===== src/rtl/dist_ram_arb_pkg.sv =====
// Shared definitions for dist_ram_arbiter and its round-robin arbiter.
//   NUM_REQ_MAX - largest supported client count
//   clog2_min1  - ceil(log2(n)), never less than 1 (pointer width helper)
//   req_idx_t   - index type wide enough for any client number up to NUM_REQ_MAX
package dist_ram_arb_pkg;

    localparam int unsigned NUM_REQ_MAX = 8;

    function automatic int unsigned clog2_min1(input int unsigned n);
        return (n <= 2) ? 1 : $clog2(n);
    endfunction

    typedef logic [$clog2(NUM_REQ_MAX)-1:0] req_idx_t;

endpackage


===== src/rtl/rr_arbiter.sv =====
// Round-robin arbiter with a registered priority pointer.
// Ports:
//   clk, rst_n  clock, asynchronous active-low reset
//   req [N]     request vector
//   advance     move the pointer past the current winner (tie to |gnt)
//   gnt [N]     one-hot grant, combinational; forced 0 while rst_n is low
module rr_arbiter
    import dist_ram_arb_pkg::*;
#(
    parameter int unsigned N = 4
) (
    input  logic         clk,
    input  logic         rst_n,
    input  logic [N-1:0] req,
    input  logic         advance,
    output logic [N-1:0] gnt
);

    localparam int unsigned PW = clog2_min1(N);

    logic [PW-1:0] ptr_q, ptr_d;
    req_idx_t      win;
    logic          found;

    // Scan offsets ptr, ptr+1, ... (mod N); the first requester wins.
    always_comb begin
        gnt   = '0;
        win   = '0;
        found = 1'b0;
        for (int unsigned off = 0; off < N; off++) begin
            for (int unsigned k = 0; k < N; k++) begin
                if (!found && req[k] && (((32'(ptr_q) + off) % N) == k)) begin
                    found  = 1'b1;
                    gnt[k] = 1'b1;
                    win    = req_idx_t'(k);
                end
            end
        end
        if (!rst_n) begin
            gnt = '0;
        end
    end

    always_comb begin
        if (32'(win) == N - 1) begin
            ptr_d = '0;
        end else begin
            ptr_d = PW'(32'(win) + 32'd1);
        end
    end

    always_ff @(posedge clk or negedge rst_n) begin
        if (!rst_n) begin
            ptr_q <= '0;
        end else if (advance) begin
            ptr_q <= ptr_d;
        end
    end

endmodule


===== src/rtl/dist_ram_arbiter.sv =====
// Shares one dist_ram (one write port, one async read port) between NUM_REQ clients with
// independent round-robin arbitration for writes and reads. Read data is registered and
// returned one cycle after the grant with a one-hot per-client valid.
// Ports:
//   clk, rst_n                 clock, asynchronous active-low reset
//   wr_req/wr_addr/wr_data     per-client write requests (packed, client i at [i*W +: W])
//   wr_gnt                     one-hot write grant (combinational)
//   rd_req/rd_addr             per-client read requests
//   rd_gnt                     one-hot read grant (combinational)
//   rd_valid/rd_data           registered read response
//   ram_*                      connection to the dist_ram instance in the parent
// Optional feature: define RAW_BYPASS_EN to forward same-cycle write data to a colliding read.
module dist_ram_arbiter
    import dist_ram_arb_pkg::*;
#(
    parameter int unsigned NUM_REQ       = 4,
    parameter int unsigned DATA_WIDTH    = 8,
    parameter int unsigned DATA_DEPTH    = 32,
    parameter int unsigned ADDRESS_WIDTH = 5
) (
    input  logic                             clk,
    input  logic                             rst_n,
    input  logic [NUM_REQ-1:0]               wr_req,
    input  logic [NUM_REQ*ADDRESS_WIDTH-1:0] wr_addr,
    input  logic [NUM_REQ*DATA_WIDTH-1:0]    wr_data,
    output logic [NUM_REQ-1:0]               wr_gnt,
    input  logic [NUM_REQ-1:0]               rd_req,
    input  logic [NUM_REQ*ADDRESS_WIDTH-1:0] rd_addr,
    output logic [NUM_REQ-1:0]               rd_gnt,
    output logic [NUM_REQ-1:0]               rd_valid,
    output logic [DATA_WIDTH-1:0]            rd_data,
    output logic [ADDRESS_WIDTH-1:0]         ram_in_addr,
    output logic [DATA_WIDTH-1:0]            ram_data_in,
    output logic                             ram_write_en,
    output logic [ADDRESS_WIDTH-1:0]         ram_out_addr,
    input  logic [DATA_WIDTH-1:0]            ram_data_out
);

    localparam int unsigned AW = ADDRESS_WIDTH;
    localparam int unsigned DW = DATA_WIDTH;

    logic                 wr_any, rd_any;
    logic                 wr_in_range, rd_in_range;
    logic [DW-1:0]        rd_word;
    logic [NUM_REQ-1:0]   rd_valid_q;
    logic [DW-1:0]        rd_data_q;

    assign wr_any = |wr_gnt;
    assign rd_any = |rd_gnt;

    rr_arbiter #(
        .N(NUM_REQ)
    ) u_wr_arb (
        .clk    (clk),
        .rst_n  (rst_n),
        .req    (wr_req),
        .advance(wr_any),
        .gnt    (wr_gnt)
    );

    rr_arbiter #(
        .N(NUM_REQ)
    ) u_rd_arb (
        .clk    (clk),
        .rst_n  (rst_n),
        .req    (rd_req),
        .advance(rd_any),
        .gnt    (rd_gnt)
    );

    // Grants are one-hot, so the muxes reduce to "pick the granted slice", 0 when idle.
    always_comb begin
        ram_in_addr  = '0;
        ram_data_in  = '0;
        ram_out_addr = '0;
        for (int unsigned i = 0; i < NUM_REQ; i++) begin
            if (wr_gnt[i]) begin
                ram_in_addr = wr_addr[i*AW +: AW];
                ram_data_in = wr_data[i*DW +: DW];
            end
            if (rd_gnt[i]) begin
                ram_out_addr = rd_addr[i*AW +: AW];
            end
        end
    end

    assign wr_in_range  = 32'(ram_in_addr) < DATA_DEPTH;
    assign rd_in_range  = 32'(ram_out_addr) < DATA_DEPTH;
    // Out-of-range writes are still granted; only the RAM strobe is suppressed.
    assign ram_write_en = wr_any & wr_in_range;

`ifdef RAW_BYPASS_EN
    // ram_write_en already implies an in-range write, so an address match implies an
    // in-range read as well.
    logic raw_hit;
    assign raw_hit = ram_write_en && (ram_in_addr == ram_out_addr);
    assign rd_word = raw_hit ? ram_data_in : ram_data_out;
`else
    assign rd_word = ram_data_out;
`endif

    always_ff @(posedge clk or negedge rst_n) begin
        if (!rst_n) begin
            rd_valid_q <= '0;
            rd_data_q  <= '0;
        end else begin
            rd_valid_q <= rd_gnt;
            if (rd_any) begin
                rd_data_q <= rd_in_range ? rd_word : '0;
            end
        end
    end

    assign rd_valid = rd_valid_q;
    assign rd_data  = rd_data_q;

endmodule


===== config.mk =====
export PLATFORM = sky130hd
export DESIGN_NAME = dist_ram_arbiter
export DESIGN_NICKNAME = d
export VERILOG_FILES = /design/src/rtl/dist_ram_arb_pkg.sv /design/src/rtl/rr_arbiter.sv /design/src/rtl/dist_ram_arbiter.sv
export SDC_FILE = /design/constraint.sdc
export NUM_CORES = 1
export LEC_CHECK = 0
export BUFFER_PORTS_ARGS = -buffer_cell sky130_fd_sc_hd__buf_2
export CAP_MARGIN = 20
export CORE_ASPECT_RATIO = 0.6
export CORE_MARGIN = 1.5
export CORE_UTILIZATION = 40
export CTS_BUF_LIST = sky130_fd_sc_hd__clkbuf_16
export CTS_CLUSTER_DIAMETER = 150
export CTS_CLUSTER_SIZE = 8
export DETAILED_ROUTE_END_ITERATION = 12
export PLACE_DENSITY_LB_ADDON = 0.12
export SLEW_MARGIN = 5
export SYNTH_ARGS = -nofsm -noshare
export SYNTH_HDL_FRONTEND = slang
export SYNTH_SLANG_ARGS = --single-unit

===== constraint.sdc =====
create_clock -name clk -period 2.1 [get_ports clk]
set_input_delay 0.105 -clock clk [delete_from_list [all_inputs] [get_ports clk]]
set_output_delay 0.105 -clock clk [all_outputs]
set_load 0.01 [all_outputs]

### Word-level counts from Yosys, hierarchy flattened

Cells that the tools add are included.

| storage, ports and cells | value |
|---|---|
| output and inout port bits | 39 |
| input port bits | 90 |
| register bits after elaboration | 16 |
| logic and storage cells | 246 |

| operators by class | value |
|---|---|
| reductions and logical operators | 102 |
| add/sub/neg operators | 8 |
| muxes and demuxes | 106 |
| equality and inequality tests | 26 |

Operators with widths:

| cell | number |
|---|---|
| logical NOT 32 bit | 8 |
| logical AND 1 bit | 62 |
| two-way mux 1 bit | 62 |
| two-way mux 2 bit | 30 |
| two-way mux 5 bit | 8 |
| equality test 2 bit, second input constant | 18 |
| two-way mux 8 bit | 4 |
| logical NOT 1 bit | 30 |
| equality test 2 x 1 -> 1 bit, second input constant | 8 |
| adder 2 x 1 -> 2 bit, second input constant | 4 |
| adder 2 bit, second input constant | 4 |
| two-way mux 4 bit | 2 |
| OR reduction 4 bit | 2 |

### Depth between registers and ports, before layout

| depth | value |
|---|---|
| depth in word-level cells | 68 |
| gate-level depth with buffers | 6 |

### Hierarchy

Synthesis repeated with hierarchy kept, for this count alone.

| unflattened totals | value |
|---|---|
| cells, all modules | 187 |
| area, all modules | 1,525.2 sq um |

By module, submodules not included:

| module | area an instance (sq um) | cells an instance | times used |
|---|---|---|---|
| dist_ram_arbiter | 854.6 | 95 | 1 |
| rr_arbiter | 335.3 | 46 | 2 |

### Least setup slack after synthesis

No wires, ideal clock.

| path | value |
|---|---|
| path kind | reg2out |
| from | register u_wr_arb.ptr_q[1] |
| to | output port ram_data_in[2] |
| data arrival time | 1,499 ps |
| slack | 496 ps |
| stages on the path, launching flop included | 7 |
| path through | dfrtp_1 > buf_4 > or3b_4 > a31oi_4 > buf_6 > nand2_1 > o211ai_1 |

| on the way | value |
|---|---|
| elaborated cells on any way between the ends | 100 |

RTL lines:

| what | RTL line | RTL |
|---|---|---|
| start, declared | rr_arbiter.sv:21 | `logic [PW-1:0] ptr_q, ptr_d;` |
| start signal, assigned | rr_arbiter.sv:56 | `ptr_q <= ptr_d;` |
| logical NOT 32 bit | rr_arbiter.sv:32 | `if (!found && req[k] && (((32'(ptr_q) + off) % N) == k)) begin` |
| logical AND 1 bit | rr_arbiter.sv:32 |  |
| two-way mux 1 bit | rr_arbiter.sv:32 |  |
| logical NOT 1 bit | rr_arbiter.sv:32 |  |
| logical AND 1 bit (2 in a row) | rr_arbiter.sv:32 |  |
| two-way mux 1 bit | rr_arbiter.sv:32 |  |
| logical NOT 1 bit | rr_arbiter.sv:32 |  |
| logical AND 1 bit (2 in a row) | rr_arbiter.sv:32 |  |
| (+42 left out) | n/a |  |
| logical AND 1 bit (2 in a row) | rr_arbiter.sv:32 |  |
| two-way mux 1 bit | rr_arbiter.sv:32 |  |
| logical NOT 1 bit | rr_arbiter.sv:32 |  |
| logical AND 1 bit (2 in a row) | rr_arbiter.sv:32 |  |
| two-way mux 1 bit (*) | rr_arbiter.sv:32 |  |
| two-way mux 4 bit (*) | rr_arbiter.sv:39 | `if (!rst_n) begin` |
| via wr_gnt[2] | dist_ram_arbiter.sv:26 | `output logic [NUM_REQ-1:0] wr_gnt,` |
| two-way mux 8 bit (*) (2 in a row) | dist_ram_arbiter.sv:77 | `if (wr_gnt[i]) begin` |
| end, declared | dist_ram_arbiter.sv:33 | `output logic [DATA_WIDTH-1:0] ram_data_in,` |

The timed path passes the listed nets; every way through them passes the cells marked *.

### Final worst setup path

| path | value |
|---|---|
| from | register u_wr_arb.ptr_q[1] |
| to | output port ram_write_en |

| on the way | value |
|---|---|
| word-level cells in the longest chain between the ends | 65 |
| elaborated cells on any way between the ends | 97 |

Ends and longest elaborated chain:

| what | RTL line | RTL |
|---|---|---|
| logical NOT 32 bit | rr_arbiter.sv:32 |  |
| logical AND 1 bit | rr_arbiter.sv:32 |  |
| two-way mux 1 bit | rr_arbiter.sv:32 |  |
| logical NOT 1 bit | rr_arbiter.sv:32 |  |
| logical AND 1 bit (2 in a row) | rr_arbiter.sv:32 |  |
| two-way mux 1 bit | rr_arbiter.sv:32 |  |
| logical NOT 1 bit | rr_arbiter.sv:32 |  |
| logical AND 1 bit (2 in a row) | rr_arbiter.sv:32 |  |
| (+45 left out) | n/a |  |
| logical NOT 1 bit | rr_arbiter.sv:32 |  |
| logical AND 1 bit (2 in a row) | rr_arbiter.sv:32 |  |
| two-way mux 1 bit | rr_arbiter.sv:32 |  |
| logical NOT 1 bit | rr_arbiter.sv:32 |  |
| logical AND 1 bit (2 in a row) | rr_arbiter.sv:32 |  |
| two-way mux 1 bit | rr_arbiter.sv:32 |  |
| two-way mux 4 bit (*) | rr_arbiter.sv:39 |  |
| OR reduction 4 bit (*) | dist_ram_arbiter.sv:48 | `assign wr_any = \|wr_gnt;` |
| end, declared | dist_ram_arbiter.sv:34 | `output logic ram_write_en,` |

Mark *: on every way between the ends. The rest lies on a longest branch, timed or not.

==> flow_summary.json <==
{
  "grt_pass1_wl_um": 8404,
  "port_buffers": 128,
  "numClockSinks": 16,
  "via_count": 2072,
  "r2r_end": "u_wr_arb.ptr_q[1]$_DFFE_PN0P_",
  "yosysWarnings": 0,
  "arrival_ns": 1.89,
  "synth_area_leader_cell": "dfrtp_1",
  "powerDensity_nw_per_um2": 764.5,
  "core-area_um2": 3765,
  "required_ns": 2.00,
  "rsz0062_at_grt": "true",
  "hold_path_startpoint": "ram_data_out[0]",
  "synthArstFlopShare_pct": 100.0,
  "path_clk_slew_ns": 0.05,
  "ys.flop_type": "dfrtp_1",
  "synth_area_um2": 1610,
  "worst_hold_slack_ns": 0.07397,
  "grt_max_degree": 26,
  "grt_overflow": 0,
  "clock_latency_ns": 0.24,
  "vias_per_cell": 5.646,
  "stdcell_count": 367,
  "path_class": "reg -> out",
  "finalSetupViolations": 0,
  "routed_wl_um": 5152,
  "cts_max_level": 1,
  "timing.reg2reg.setup_slack_ns": 0.54,
  "track_usage_pct": 23.22,
  "avgSynthCellArea_um2": 8.216,
  "areaGrowthSynthToFinish_pct": 49.50,
  "drt_iter0_drc": 109,
  "start_util_pct": 42.77,
  "post-place-ws_ns": 0.1610,
  "report.final.slew_viol_count": 0,
  "io_pins": 129,
  "place_inst": 361,
  "violations": "DRC",
  "nets": 411,
  "min_path_type": "in -> reg",
  "ant_nets": 0,
  "synth_cell_types": 47,
  "finalHoldViolCount": 0,
  "drc_errors": 8,
  "r2r_cells": 4,
  "synth_cells": 196,
  "numCtsBuffers": 3,
  "grt_pass1_vias": 1863,
  "rows": 17,
  "ctsLongestPathBuffers": 2,
  "diodes": 0,
  "synth_edf_count": 0,
  "rr_startpoint": "u_wr_arb.ptr_q[1]$_DFFE_PN0P_",
  "tightest_slew_ns": 0.5050,
  "die_y_um": 52.15,
  "syn_nets": 286,
  "cts_tree": "done",
  "post_drt_wl_per_cell_um": 14.04,
  "fin_tns_setup_ns": 0,
  "synth.area.top_cells": "dfrtp_1 25%, a32oi_1 7.1%, o211ai_1 6.1%, and2_1 5.4%, nand4_1 5.1%",
  "min_to": "rd_data[0]$_DFFE_PN0P_",
  "worst_setup_path_start_kind": "register",
  "layout.cells.most_common": "buf_2",
  "cts_root_buffer": "clkbuf_16",
  "layout_common_cells": "128 x buf_2, 21 x nand2_1, 14 x and2_1, 14 x dfrtp_1",
  "period_needed_ns": 1.994,
  "drtPass1Iterations": 9,
  "drive_above_1_share_pct": 48.13,
  "status": "finished with violations",
  "vdd_drop_max_uv": 334.3,
  "gp_congestion": 0.8050,
  "fillers": 334,
  "ys_ff_latch": 16,
  "critPathCaptureType": "output pin",
  "p_leak_uw": 0.001171,
  "multi_input_area_um2": 1114,
  "cp_max_fo": 15,
  "regArea_um2": 402.9,
  "relSlewSlack_pct": 66.28,
  "min_period_over_period_pct": 94.94,
  "hpwl_um": 4102,
  "die_w_um": 84.91,
  "whs_path_depth": 2,
  "fmax_mhz": 501.6,
  "synth.top_cell.area_share_pct": 24.86,
  "setup_ws_ns": 0.1063,
  "die_area_um2": 4428,
  "antenna_found_initial": 0,
  "skew_ns": 0.001217,
  "ys_seq_area_share_pct": 24.86,
  "maxCapViolCount": 0
}
routing by layer:
layer  vias up  global-route usage (%)  share of wire (%)
met5         -                       0                  0
met4         0                   3.279               0.23
met3         2                   5.079                8.2
met2        88                   38.40                 44
met1       967                   32.07                 48
li1       1015                       -                  -
registers in the layout, summed over array words and instances, names as in the netlist:
| signal | count |
|---|---|
| u_wr_arb.ptr_q | 2 |
| u_rd_arb.ptr_q | 2 |
| rd_valid | 4 |
| rd_data | 8 |
power breakdown:
group	switching, uW	internal, uW
clock network	114	252
logic	565	470
registers	74.2	365
logic make-up (layout without fill, tap and decap cells):
family          after synthesis  in the layout  share of synthesized area, %
compound gates               61             61                         32.63
buf+inv                      24            148                         7.071
flops                        16             16                         24.86
mux                           8              8                         5.595
simple gates                 87             87                         29.84
worst max-delay path, cell delays in order, from the launching register on:
cell and delay [ns]:
dfrtp_2 0.45, nand2b_1 0.18, a21boi_4 0.14, and3_4 0.22, or4b_1 0.50, buf_2 0.15
synth_stat cells, drive strengths merged (2+ instances only):
cell type and number:
o211ai 13, a21oi 3, o311ai 2, a21boi 2, nand2b 6, inv 6
buf 8, mux2 8, nand4 13, nand3 14, a311o 2, and2 14
o21ai 5, nand2 21, a211o 2, clkbuf 10, or2 2, nor2b 4
o31ai 5, a41oi 5, a32oi 13, dfrtp 16, and3 3, nor2 5
timing repair:
item	4_1_cts	5_1_grt
buffers inserted	0	1
hold buffers	1	0
pin swaps	0	1
setup endpoints to repair	14	14
endpoints found under the hold margin	12	0
resized for setup	2	2
area by class of cell:
type,instances,share of cell area [%]
repair buffers,138,30.35
well taps,47,2.443
clock inverters,1,0.1559
clock buffers,3,3.119
flip-flops and latches,16,16.74
inverters,6,0.9356
multi-input cells,156,46.26
worst max-delay path by stage:
stage | endpoint | slack [ns] | start | cells after the start
CTS | ram_data_in[1] | 0.009 | u_wr_arb.ptr_q[0]$_DFFE_PN0P_ | 5
detailed placement | ram_data_in[1] | 0.16 | u_wr_arb.ptr_q[1]$_DFFE_PN0P_ | 6
floorplan | ram_data_in[2] | 0.50 | u_wr_arb.ptr_q[1]$_DFFE_PN0P_ | 6
global placement | ram_in_addr[1] | 0.21 | u_wr_arb.ptr_q[1]$_DFFE_PN0P_ | 6
global route | ram_data_in[7] | -0.006 | rst_n | 6
finish | ram_write_en | 0.11 | u_wr_arb.ptr_q[1]$_DFFE_PN0P_ | 5
through the flow:
| step | cell area, um^2 | total power [uW] | utilization, % |
|---|---|---|---|
| after floorplan | 1610 | 1096 | - |
| after global placement | 2278 | 1420 | 60.52 |
| after detailed placement | 2278 | 1428 | 60.52 |
| after CTS | 2385 | 1825 | 63.34 |
| after global routing | 2407 | 1978 | 63.94 |
| final | 2407 | 1840 | 63.94 |
Power figures use the tool's default switching activity.
